File: config.mk
export PLATFORM = sky130hd
export DESIGN_NAME = pipe_ctrl
export DESIGN_NICKNAME = d
export VERILOG_FILES = /design/src/rtl/pipe_ctrl.sv
export SDC_FILE = /design/constraint.sdc
export NUM_CORES = 1
export LEC_CHECK = 0
export CAP_MARGIN = 20
export CORE_ASPECT_RATIO = 1.4
export CORE_UTILIZATION = 40
export CTS_CLUSTER_DIAMETER = 150
export DETAILED_ROUTE_END_ITERATION = 10
export GPL_ROUTABILITY_DRIVEN = 0
export PLACE_DENSITY_LB_ADDON = 0.12
export SYNTH_ARGS = -nofsm -noshare
export SYNTH_HDL_FRONTEND = slang
export SYNTH_SLANG_ARGS = --single-unit
File: constraint.sdc
create_clock -name CLK -period 3.8 [get_ports CLK]
set_clock_uncertainty 0.05 [all_clocks]
set_input_delay 0.95 -clock CLK [delete_from_list [all_inputs] [get_ports CLK]]
set_output_delay 0.95 -clock CLK [all_outputs]
set_load 0.005 [all_outputs]
File: src/rtl/pipe_ctrl.sv
// -----------------------------------------------------------------------------
// pipe_ctrl -- hazard / stall controller for a 5-stage in-order pipeline.
//
// Decides, every cycle, which pipeline latches advance and which load a
// bubble.  The stall sources, in decreasing priority, are:
//   1. halt reaching writeback
//   2. outstanding data-memory access
//   3. taken branch or jump
//   4. load-use hazard
//   5. instruction fetch miss
// Enables and flushes are combinational, derived from the state and the
// current inputs, so a hazard is handled in the cycle in which it appears.
//
// Ports
//   CLK, RST          clock, asynchronous active-high reset
//   ihit, dhit        instruction / data memory access complete this cycle
//   mem_req           EX/MEM latch holds a load or store
//   ex_dREN, ex_rd    ID/EX latch holds a load that writes ex_rd
//   id_rs, id_rt      source registers of the IF/ID instruction
//   br_taken          branch/jump resolved taken in EX
//   wb_halt           MEM/WB latch holds a halt
//   *_en              PC / latch advance enables
//   *_flush           load a bubble into the latch (only when its enable is 1)
//   halt              processor halted; sticky until reset
//   stall_cnt         saturating count of stalled (pc_en=0) cycles outside HALT
// -----------------------------------------------------------------------------
module pipe_ctrl #(
    parameter int CNT_W = 16
) (
    input  logic             CLK,
    input  logic             RST,
    input  logic             ihit,
    input  logic             dhit,
    input  logic             mem_req,
    input  logic             ex_dREN,
    input  logic [4:0]       ex_rd,
    input  logic [4:0]       id_rs,
    input  logic [4:0]       id_rt,
    input  logic             br_taken,
    input  logic             wb_halt,
    output logic             pc_en,
    output logic             ifid_en,
    output logic             idex_en,
    output logic             exmem_en,
    output logic             memwb_en,
    output logic             ifid_flush,
    output logic             idex_flush,
    output logic             exmem_flush,
    output logic             memwb_flush,
    output logic             halt,
    output logic [CNT_W-1:0] stall_cnt
);

    typedef enum logic [1:0] {
        RUN   = 2'd0,
        DWAIT = 2'd1,
        HALT  = 2'd2
    } stateT;

    stateT state;
    stateT nextState;

    logic loadUse;
    logic dataStall;

    // Saturating increment: the counter sticks at all-ones instead of wrapping.
    function automatic logic [CNT_W-1:0] satInc(input logic [CNT_W-1:0] val);
        if (&val) begin
            return val;
        end
        return val + 1'b1;
    endfunction

    // Register 0 is hard-wired to zero, so a load targeting it never creates
    // a real dependency.
    assign loadUse = ex_dREN && (ex_rd != 5'd0) &&
                     ((ex_rd == id_rs) || (ex_rd == id_rt));

    // In DWAIT the access is already known to be outstanding; only dhit
    // releases it.  In RUN a new access stalls only if it misses this cycle.
    assign dataStall = ((state == RUN)   && mem_req && !dhit) ||
                       ((state == DWAIT) && !dhit);

    // ---- combinational decode: enables, flushes, next state ----
    always_comb begin
        pc_en       = 1'b1;
        ifid_en     = 1'b1;
        idex_en     = 1'b1;
        exmem_en    = 1'b1;
        memwb_en    = 1'b1;
        ifid_flush  = 1'b0;
        idex_flush  = 1'b0;
        exmem_flush = 1'b0;
        memwb_flush = 1'b0;
        nextState   = state;

        if (RST) begin
            // Hold everything and keep bubbles pending while in reset.
            pc_en       = 1'b0;
            ifid_en     = 1'b0;
            idex_en     = 1'b0;
            exmem_en    = 1'b0;
            memwb_en    = 1'b0;
            ifid_flush  = 1'b1;
            idex_flush  = 1'b1;
            exmem_flush = 1'b1;
            memwb_flush = 1'b1;
            nextState   = RUN;
        end else if (state == HALT) begin
            pc_en     = 1'b0;
            ifid_en   = 1'b0;
            idex_en   = 1'b0;
            exmem_en  = 1'b0;
            memwb_en  = 1'b0;
            nextState = HALT;
        end else if (wb_halt) begin
            pc_en     = 1'b0;
            ifid_en   = 1'b0;
            idex_en   = 1'b0;
            exmem_en  = 1'b0;
            memwb_en  = 1'b0;
            nextState = HALT;
        end else if (dataStall) begin
            // Freeze the front of the pipe; let writeback drain with a bubble
            // so the in-flight memory instruction is not retired twice.
            pc_en       = 1'b0;
            ifid_en     = 1'b0;
            idex_en     = 1'b0;
            exmem_en    = 1'b0;
            memwb_flush = 1'b1;
            nextState   = DWAIT;
        end else begin
            nextState = RUN;
            if (br_taken) begin
                // Redirect fetch and squash the two wrong-path instructions.
                ifid_flush = 1'b1;
                idex_flush = 1'b1;
            end else if (loadUse) begin
                // Hold the dependent instruction in IF/ID one cycle.
                pc_en      = 1'b0;
                ifid_en    = 1'b0;
                idex_flush = 1'b1;
            end else if (!ihit) begin
                pc_en      = 1'b0;
                ifid_flush = 1'b1;
            end
        end
    end

    // ---- state, halt flag and stall counter ----
    always_ff @(posedge CLK or posedge RST) begin
        if (RST) begin
            state     <= RUN;
            halt      <= 1'b0;
            stall_cnt <= '0;
        end else begin
            state <= nextState;
            halt  <= (nextState == HALT);
            if (!pc_en && (state != HALT)) begin
                stall_cnt <= satInc(stall_cnt);
            end
        end
    end

endmodule

======== After elaboration in Yosys (flattened, before gate mapping) ========
Index checks and enable logic that the tools add are counted.
word-level totals
  register bits ........................... 19
  input port bits ......................... 23
  output and inout bits ................... 26
  word-level logic and storage cells ...... 70
operators by class
  add/sub/neg operators ................... 1
  equal/unequal tests ..................... 7
  muxes and demuxes ....................... 45
  reductions and logical operators ........ 14
operators by type and width
  cell                                                 number
  2-to-1 mux 1 bit                                     41
  adder 16 x 1 -> 16 bit, second input constant        1
  2-to-1 mux 16 bit                                    1
  AND reduction 16 bit                                 1
  equality test 5 bit                                  2
  logical AND 1 bit                                    6
  2-to-1 mux 2 bit                                     3
  nonzero test 5 bit                                   1
  equality test 2 bit, second input constant           2
  inequality test 2 bit, second input constant         2
  equality test 2 x 1 -> 1 bit, second input constant  1
  zero test 1 bit                                      2
  zero test 2 bit                                      1
  logical OR 1 bit                                     2
  AND reduction 2 bit                                  1

======== Depth between registers and ports, before layout ========
Gate-level depths: netlist (run 1).
  depth in word-level cells ............... 14
  mapped depth ............................ 10

======== Worst setup path after synthesis (run 1) ========
Ideal clock, no wire load.
  path type ............................... input -> output
  start ................................... input port ex_rd[1]
  end ..................................... output port ifid_flush
  data arrival time ....................... 1991 ps
  required time ........................... 2800 ps
  path slack .............................. 809 ps
  stages .................................. 6
  buffers on the path ..................... 0
  cells stage by stage .................... or4_1 > o21ai_1 > nor2_1 > nor2_1 > nor2_1 > o21ai_0
between the ends
  longest elaborated chain between the ends .. 9
  elaborated cells between the ends (all ways) .. 12
RTL lines
  what                                                              line    text
  start, declared                                                   36      input logic [4:0] ex_rd,
  equality test 5 bit / nonzero test 5 bit (equally long branches)  77, 76
  logical OR 1 bit / logical AND 1 bit (equally long branches)      77, 76
  logical AND 1 bit *                                               76      assign loadUse = ex_dREN && (ex_rd != 5'd0) &&
  2-to-1 mux 1 bit *                                                138     end else if (loadUse) begin
  2-to-1 mux 1 bit *                                                134     if (br_taken) begin
  2-to-1 mux 1 bit *                                                123     end else if (dataStall) begin
  2-to-1 mux 1 bit *                                                116     end else if (wb_halt) begin
  2-to-1 mux 1 bit *                                                109     end else if (state == HALT) begin
  2-to-1 mux 1 bit *                                                97      if (RST) begin
  end, declared                                                     46      output logic ifid_flush,
Every way passes the cells marked *; elsewhere a longest branch is shown, timed or not.

======== Final worst setup path (run 1) ========
  start ................................... input port ex_rd[2]
  end ..................................... output port pc_en
between the ends
  longest elaborated chain between the ends .. 9
  elaborated cells between the ends (all ways) .. 12
RTL lines
  what                                                              line    text
  equality test 5 bit / nonzero test 5 bit (equally long branches)  77, 76
  logical OR 1 bit / logical AND 1 bit (equally long branches)      77, 76
  logical AND 1 bit *                                               76
  2-to-1 mux 1 bit *                                                138
  2-to-1 mux 1 bit *                                                134
  2-to-1 mux 1 bit *                                                123
  2-to-1 mux 1 bit *                                                116
  2-to-1 mux 1 bit *                                                109
  2-to-1 mux 1 bit *                                                97
  end, declared                                                     41      output logic pc_en,
Marked as above.

==> flow_metrics.tcl, run 1 <==
set metrics [dict create \
    cellLeakagePower_nw 0.7196 \
    synthesis.area_sq_um 1180 \
    dp_slack_ns -0.2769 \
    area.growth.synth_to_final_pct 48.67 \
    yosys_warnings 0 \
    clk_pin_slew_worst_paths_ns 0.11 \
    hold_path_class "flop to flop" \
    core_area_sq_um 2698 \
    fin_crit_sh 0.9725 \
    die_height_microns 66.26 \
    initial_core_util 0.4374 \
    first_global_vias 992 \
    use_met2 0.3294 \
    cts_tree "done" \
    drt-pass1-iter-count 2 \
    tightest_slew_ns 0.4760 \
    clk_latency_ns 0.31 \
    ys_types 35 \
    cap_violations 0 \
    clock_path_buffers 2 \
    max_freq_ghz 0.2706 \
    synth_edf_count 0 \
    synth-seq-cells 19 \
    required_ns 2.80 \
    hold_viol 0 \
    antenna_found_initial 0 \
    drc 0 \
    avgRoutedWirePerCell_microns 13.22 \
    use_met1 0.2255 \
    power_density_nw_per_um2 365.5 \
    layout-drive-gt1-share 0.1976 \
    crit_slowest_cell "or4_4" \
    cts-root-buf "clkbuf_4" \
    grt_pass1_wl_microns 4388 \
    grt_overflow 0 \
    num_antenna_cells 0 \
    busiest_layer "met2" \
    synth_nets 138 \
    hold_ws_ns 0.4672 \
    wirelength_microns 2684 \
    design_area_sq_um 1754 \
    cts_sinks 19 \
    cp_cell_sequence "clkdlybuf4s50_1 > or4_4 > o21ai_2 > or2_4 > a21oi_2 > nor3_1 > dlygate4sd2_1" \
    setup_viol 0 \
    portBuffers 48 \
    place_area_sq_um 1703 \
    crit_type "input pin to output pin" \
    rsz0062_at_grt "false" \
    worstPathArrival_ns 2.70 \
    syn_avg_cell_area_sq_um 10.35 \
    min_period_ns 3.696 \
    cts-hold-fix-buffers 0 \
    drtAntennaViolNets 0 \
    dieArea_sq_um 3174 \
    slew_violations 0 \
    slowest_delay_ns 0.52 \
    slew_headroom 0.6802 \
    fin_ws_ns 0.1044 \
    num_vias 1026 \
    rows 22 \
    vias_per_cell 5.054 \
    synth-main-ff-cell "dfrtp_1" \
    cts_buffers 3 \
    grt_use_total 0.1923 \
    die_w_microns 47.90 \
    status "complete, no violations" \
    async_reset_ff_frac 1.000 \
    htree_levels 1 \
    grt_max_degree 20 \
    gr-usage-met3 0.03552 \
    crit_fanout 3 \
    io_pins 49 \
    layout.nets 192 \
    ir_drop_v 0.0003325 \
    endpoint_kind "output pin" \
    hpwl_microns 2031 \
    start_kind "input pin" \
    synthCells 114 \
    initialDrtViolationCount 37 \
    ys_seq_area_frac 0.4030 \
]
metal layers:
metal / vias to the layer above / part of all wire / wire [microns]
met5: - / 0 / 0
li1: 499 / - / -
met1: 486 / 0.40 / 1069
met2: 36 / 0.51 / 1368
met4: 0 / 0.018 / 48
met3: 5 / 0.074 / 198
report_power, final:
group / switching, mW / internal, mW
Clock: 0.0652 / 0.0393
Sequential: 0.0428 / 0.239
Combinational: 0.110 / 0.145
Total: 0.218 / 0.424
what timing repair did:
item                                   CTS  global route
gates resized for setup                  9             4
setup endpoints to repair                4             2
buffers inserted                         1             0
endpoints found under the hold margin    0             0
pin swaps                                2             1
cell families (layout without fill, tap and decap cells):
kind of cell	count (synthesis)	count (layout)	share of synthesized area
buffers and inverters	7	60	0.04347
XOR/XNOR	25	25	0.1919
AO/OA/AOI/OAI	10	10	0.05196
multiplexers	1	1	0.009543
flip-flops	19	19	0.4030
AND/OR/NAND/NOR	51	51	0.2895
adder cells (fa/ha/maj)	1	1	0.01060
area by class of cell:
cell class                      count  area [sq um]
Tap cell                           36         45.04
Multi-Input combinational cell     88         674.4
Inverter                            1         3.754
Sequential cell                    19         475.5
Timing Repair Buffer               55         528.0
Clock inverter                      1         5.005
Fill cell                         260         943.4
Clock buffer                        3         22.52
stage by stage:
stage / cells / setup TNS (ns) / total power, mW / util
3_5_place_dp: 198 / -0.7205 / 0.5427 / 0.6313
3_3_place_gp: 198 / -0.5274 / 0.5344 / 0.6313
4_1_cts: 203 / 0 / 0.6495 / 0.6461
5_1_grt: 203 / 0 / 0.6876 / 0.6503
2_1_floorplan: 114 / 0 / 0.4112 / -
6_report: 203 / 0 / 0.6412 / 0.6503
worst paths after layout:
check,startpoint,end,slack (ns),cells past startpoint
max,ex_rd[2],pc_en,0.10,7
min,stall_cnt[13],stall_cnt[13],0.47,1
max reg2reg,stall_cnt[0],stall_cnt[1],1.50,7
min reg2reg,stall_cnt[13],stall_cnt[13],0.47,1
max in group asynchronous,RST,stall_cnt[2],2.27,3
min in group asynchronous,RST,state[0],1.23,3
critical path: cells and delay by family:
kind                   cells  cell delay [ns]
AO/OA/AOI/OAI              2             0.25
AND/OR/NAND/NOR            3             0.82
buffers and inverters      2             0.67
cell usage after synthesis (all sizes together) (2+ instances only):
| cell | instances | area (sq um) |
|---|---|---|
| and4 | 2 | 22.52 |
| o21ai | 5 | 25.02 |
| nand2 | 4 | 22.52 |
| nor3 | 6 | 35.03 |
| a21oi | 2 | 13.76 |
| buf | 4 | 40.03 |
| nand3 | 9 | 80.08 |
| nor2 | 13 | 48.80 |
| xor2 | 11 | 96.34 |
| dfrtp | 19 | 475.5 |
| xnor2 | 14 | 130.1 |
| and2 | 2 | 15.02 |
| and3 | 4 | 25.02 |
| clkbuf | 2 | 7.510 |
| nand4 | 7 | 58.81 |
state kept, by name, indices dropped and copies added, names as in the netlist:
| register | count |
|---|---|
| stall_cnt | 16 |
| state | 2 |
| halt | 1 |
cell usage in the layout (no fill, tap or decap), types with 2 or more instances in the layout:
cell / synthesis / final
dfrtp_1: 19 / 19
buf_4: 2 / 7
nand3_2: 7 / 7
nor2_1: 13 / 12
o21ai_0: 4 / 4
nor3_1: 5 / 5
nand3_1: 2 / 2
clkdlybuf4s50_1: 0 / 41
xor2_1: 11 / 11
a21oi_2: 1 / 2
clkbuf_4: 0 / 3
dlygate4sd2_1: 0 / 6
xnor2_1: 13 / 13
nand2_1: 3 / 3
and4_4: 2 / 2
and3_1: 4 / 4
nand4_1: 6 / 6
No activity file was read; power rests on OpenSTA's default activity.
==> inputs of run 2 (changes only) <==
- CORE_MARGIN: unset -> 5
==> flow_metrics.tcl, run 2 (synthesized netlist as in run 1, its figures left out) <==
set metrics [dict create \
    core_area_sq_um 2849 \
    clk_latency_ns 0.26 \
    start_kind "input pin" \
    ir_drop_v 0.0002702 \
    grt_pass1_wl_microns 5106 \
    cap_violations 0 \
    power_mw 0.6836 \
    crit_type "input pin to output pin" \
    reg_top3 "stall_cnt x16, state x2, halt x1" \
    htree_levels 1 \
    avgRoutedWirePerCell_microns 14.55 \
    setup_viol 0 \
    slowest_delay_ns 0.43 \
    cts_sinks 19 \
    first_global_vias 1060 \
    mostFrequentLayoutCells "clkdlybuf4s50_1, dfrtp_1, nor2_1, xnor2_1, xor2_1" \
    num_antenna_cells 0 \
    crit_slowest_cell "clkdlybuf4s50_1" \
    slew_violations 0 \
    hpwl_microns 2350 \
    dp_slack_ns -0.2432 \
    dieArea_sq_um 4151 \
    die_w_microns 55.90 \
    antenna_found_initial 0 \
    fin_crit_sh 0.9651 \
    die_height_microns 74.26 \
    tightest_slew_ns 0.4949 \
    grt_overflow 0 \
    rows 23 \
    drt-pass1-iter-count 4 \
    cts_tree "done" \
    cts_buffers 3 \
    clock_path_buffers 2 \
    endpoint_kind "output pin" \
    status "complete, no violations" \
    portBuffers 48 \
    crit_fanout 3 \
    initial_core_util 0.4141 \
    grt_max_degree 17 \
    power_density_nw_per_um2 382.1 \
    num_vias 1035 \
    wirelength_microns 2998 \
    min_period_ns 3.668 \
    initialDrtViolationCount 33 \
    hold_viol 0 \
    grt_use_total 0.1517 \
    max_freq_ghz 0.2727 \
    final_util 0.6280 \
    area.growth.synth_to_final_pct 51.64 \
    fin_ws_ns 0.1325 \
    io_pins 49 \
    layout_commonest_cell "clkdlybuf4s50_1" \
    vias_per_cell 5.024 \
    worstPathArrival_ns 2.67 \
    layout-drive-gt1-share 0.2071 \
    top_register "stall_cnt" \
    required_ns 2.80 \
    layout.nets 194 \
    rsz0062_at_grt "false" \
    cts-root-buf "clkbuf_8" \
    drtAntennaViolNets 0 \
    cellLeakagePower_nw 0.7301 \
    clk_pin_slew_worst_paths_ns 0.07 \
    largest_reg_flops 16 \
    slew_headroom 0.6675 \
    drc 0 \
    hold_path_class "flop to flop" \
    cp_cell_sequence "clkdlybuf4s50_1 > buf_4 > xor2_1 > nor2_1 > a22oi_2 > or2_4 > a21oi_2 > nor3_1 > dlygate4sd2_1" \
]
-- run 2: timing repair --
action	in CTS	in global routing
pin swaps	3	1
setup buffers	1	0
cloned	0	0
hold endpoints to repair	0	0
hold buffers	0	0
gates resized for setup	9	3
endpoints found under the setup margin	4	1
-- run 2: area by class of cell --
cell class                 instances  area, sq um
clock buffer                       3        41.29
clock inverter                     1        5.005
fill                             246         1060
inverter                           1        3.754
multi-input combinational         88        676.9
sequential                        19        475.5
tap                               37        46.29
timing repair buffer              57        540.5
-- run 2: metrics by stage --
step           cell area, sq um  std cells  TNS [ns]  hold slack [ns]
6_report                   1789        206         0           0.4501
2_1_floorplan              1180        114         0           0.4374
3_3_place_gp               1719        201   -0.5025           0.4428
3_5_place_dp               1719        201   -0.6646           0.4389
5_1_grt                    1789        206         0           0.4800
4_1_cts                    1778        206         0           0.4524
-- run 2: routing by layer --
layer | global-route usage | wire length [microns]
met2 | 0.2829 | 1596
met5 | 0 | 0
met1 | 0.1753 | 1218
met4 | 0.04749 | 36
met3 | 0.03125 | 147
-- run 2: final timing paths --
kind	slack (ns)	to	startpoint	depth (start not counted)
max	0.13	pc_en	ex_rd[2]	9
max in group asynchronous	2.26	stall_cnt[0]	RST	3
min reg2reg	0.45	stall_cnt[13]	stall_cnt[13]	1
min	0.45	stall_cnt[13]	stall_cnt[13]	1
max reg2reg	1.48	stall_cnt[1]	stall_cnt[0]	7
min in group asynchronous	1.25	stall_cnt[7]	RST	3
-- run 2: where the power goes --
part / switching (mW) / internal [mW] / leakage (nW)
logic: 0.111 / 0.147 / 0.455
clock network: 0.0699 / 0.0730 / 0.0255
registers: 0.0437 / 0.239 / 0.250
-- run 2: critical path: cells and delay by family --
| kind | cells | cell delay, ns |
|---|---|---|
| and+or+nand+nor | 3 | 0.47 |
| buffers and inverters | 3 | 0.85 |
| xor gates and xnor gates | 1 | 0.15 |
| AOI/OAI and AO/OA | 2 | 0.25 |
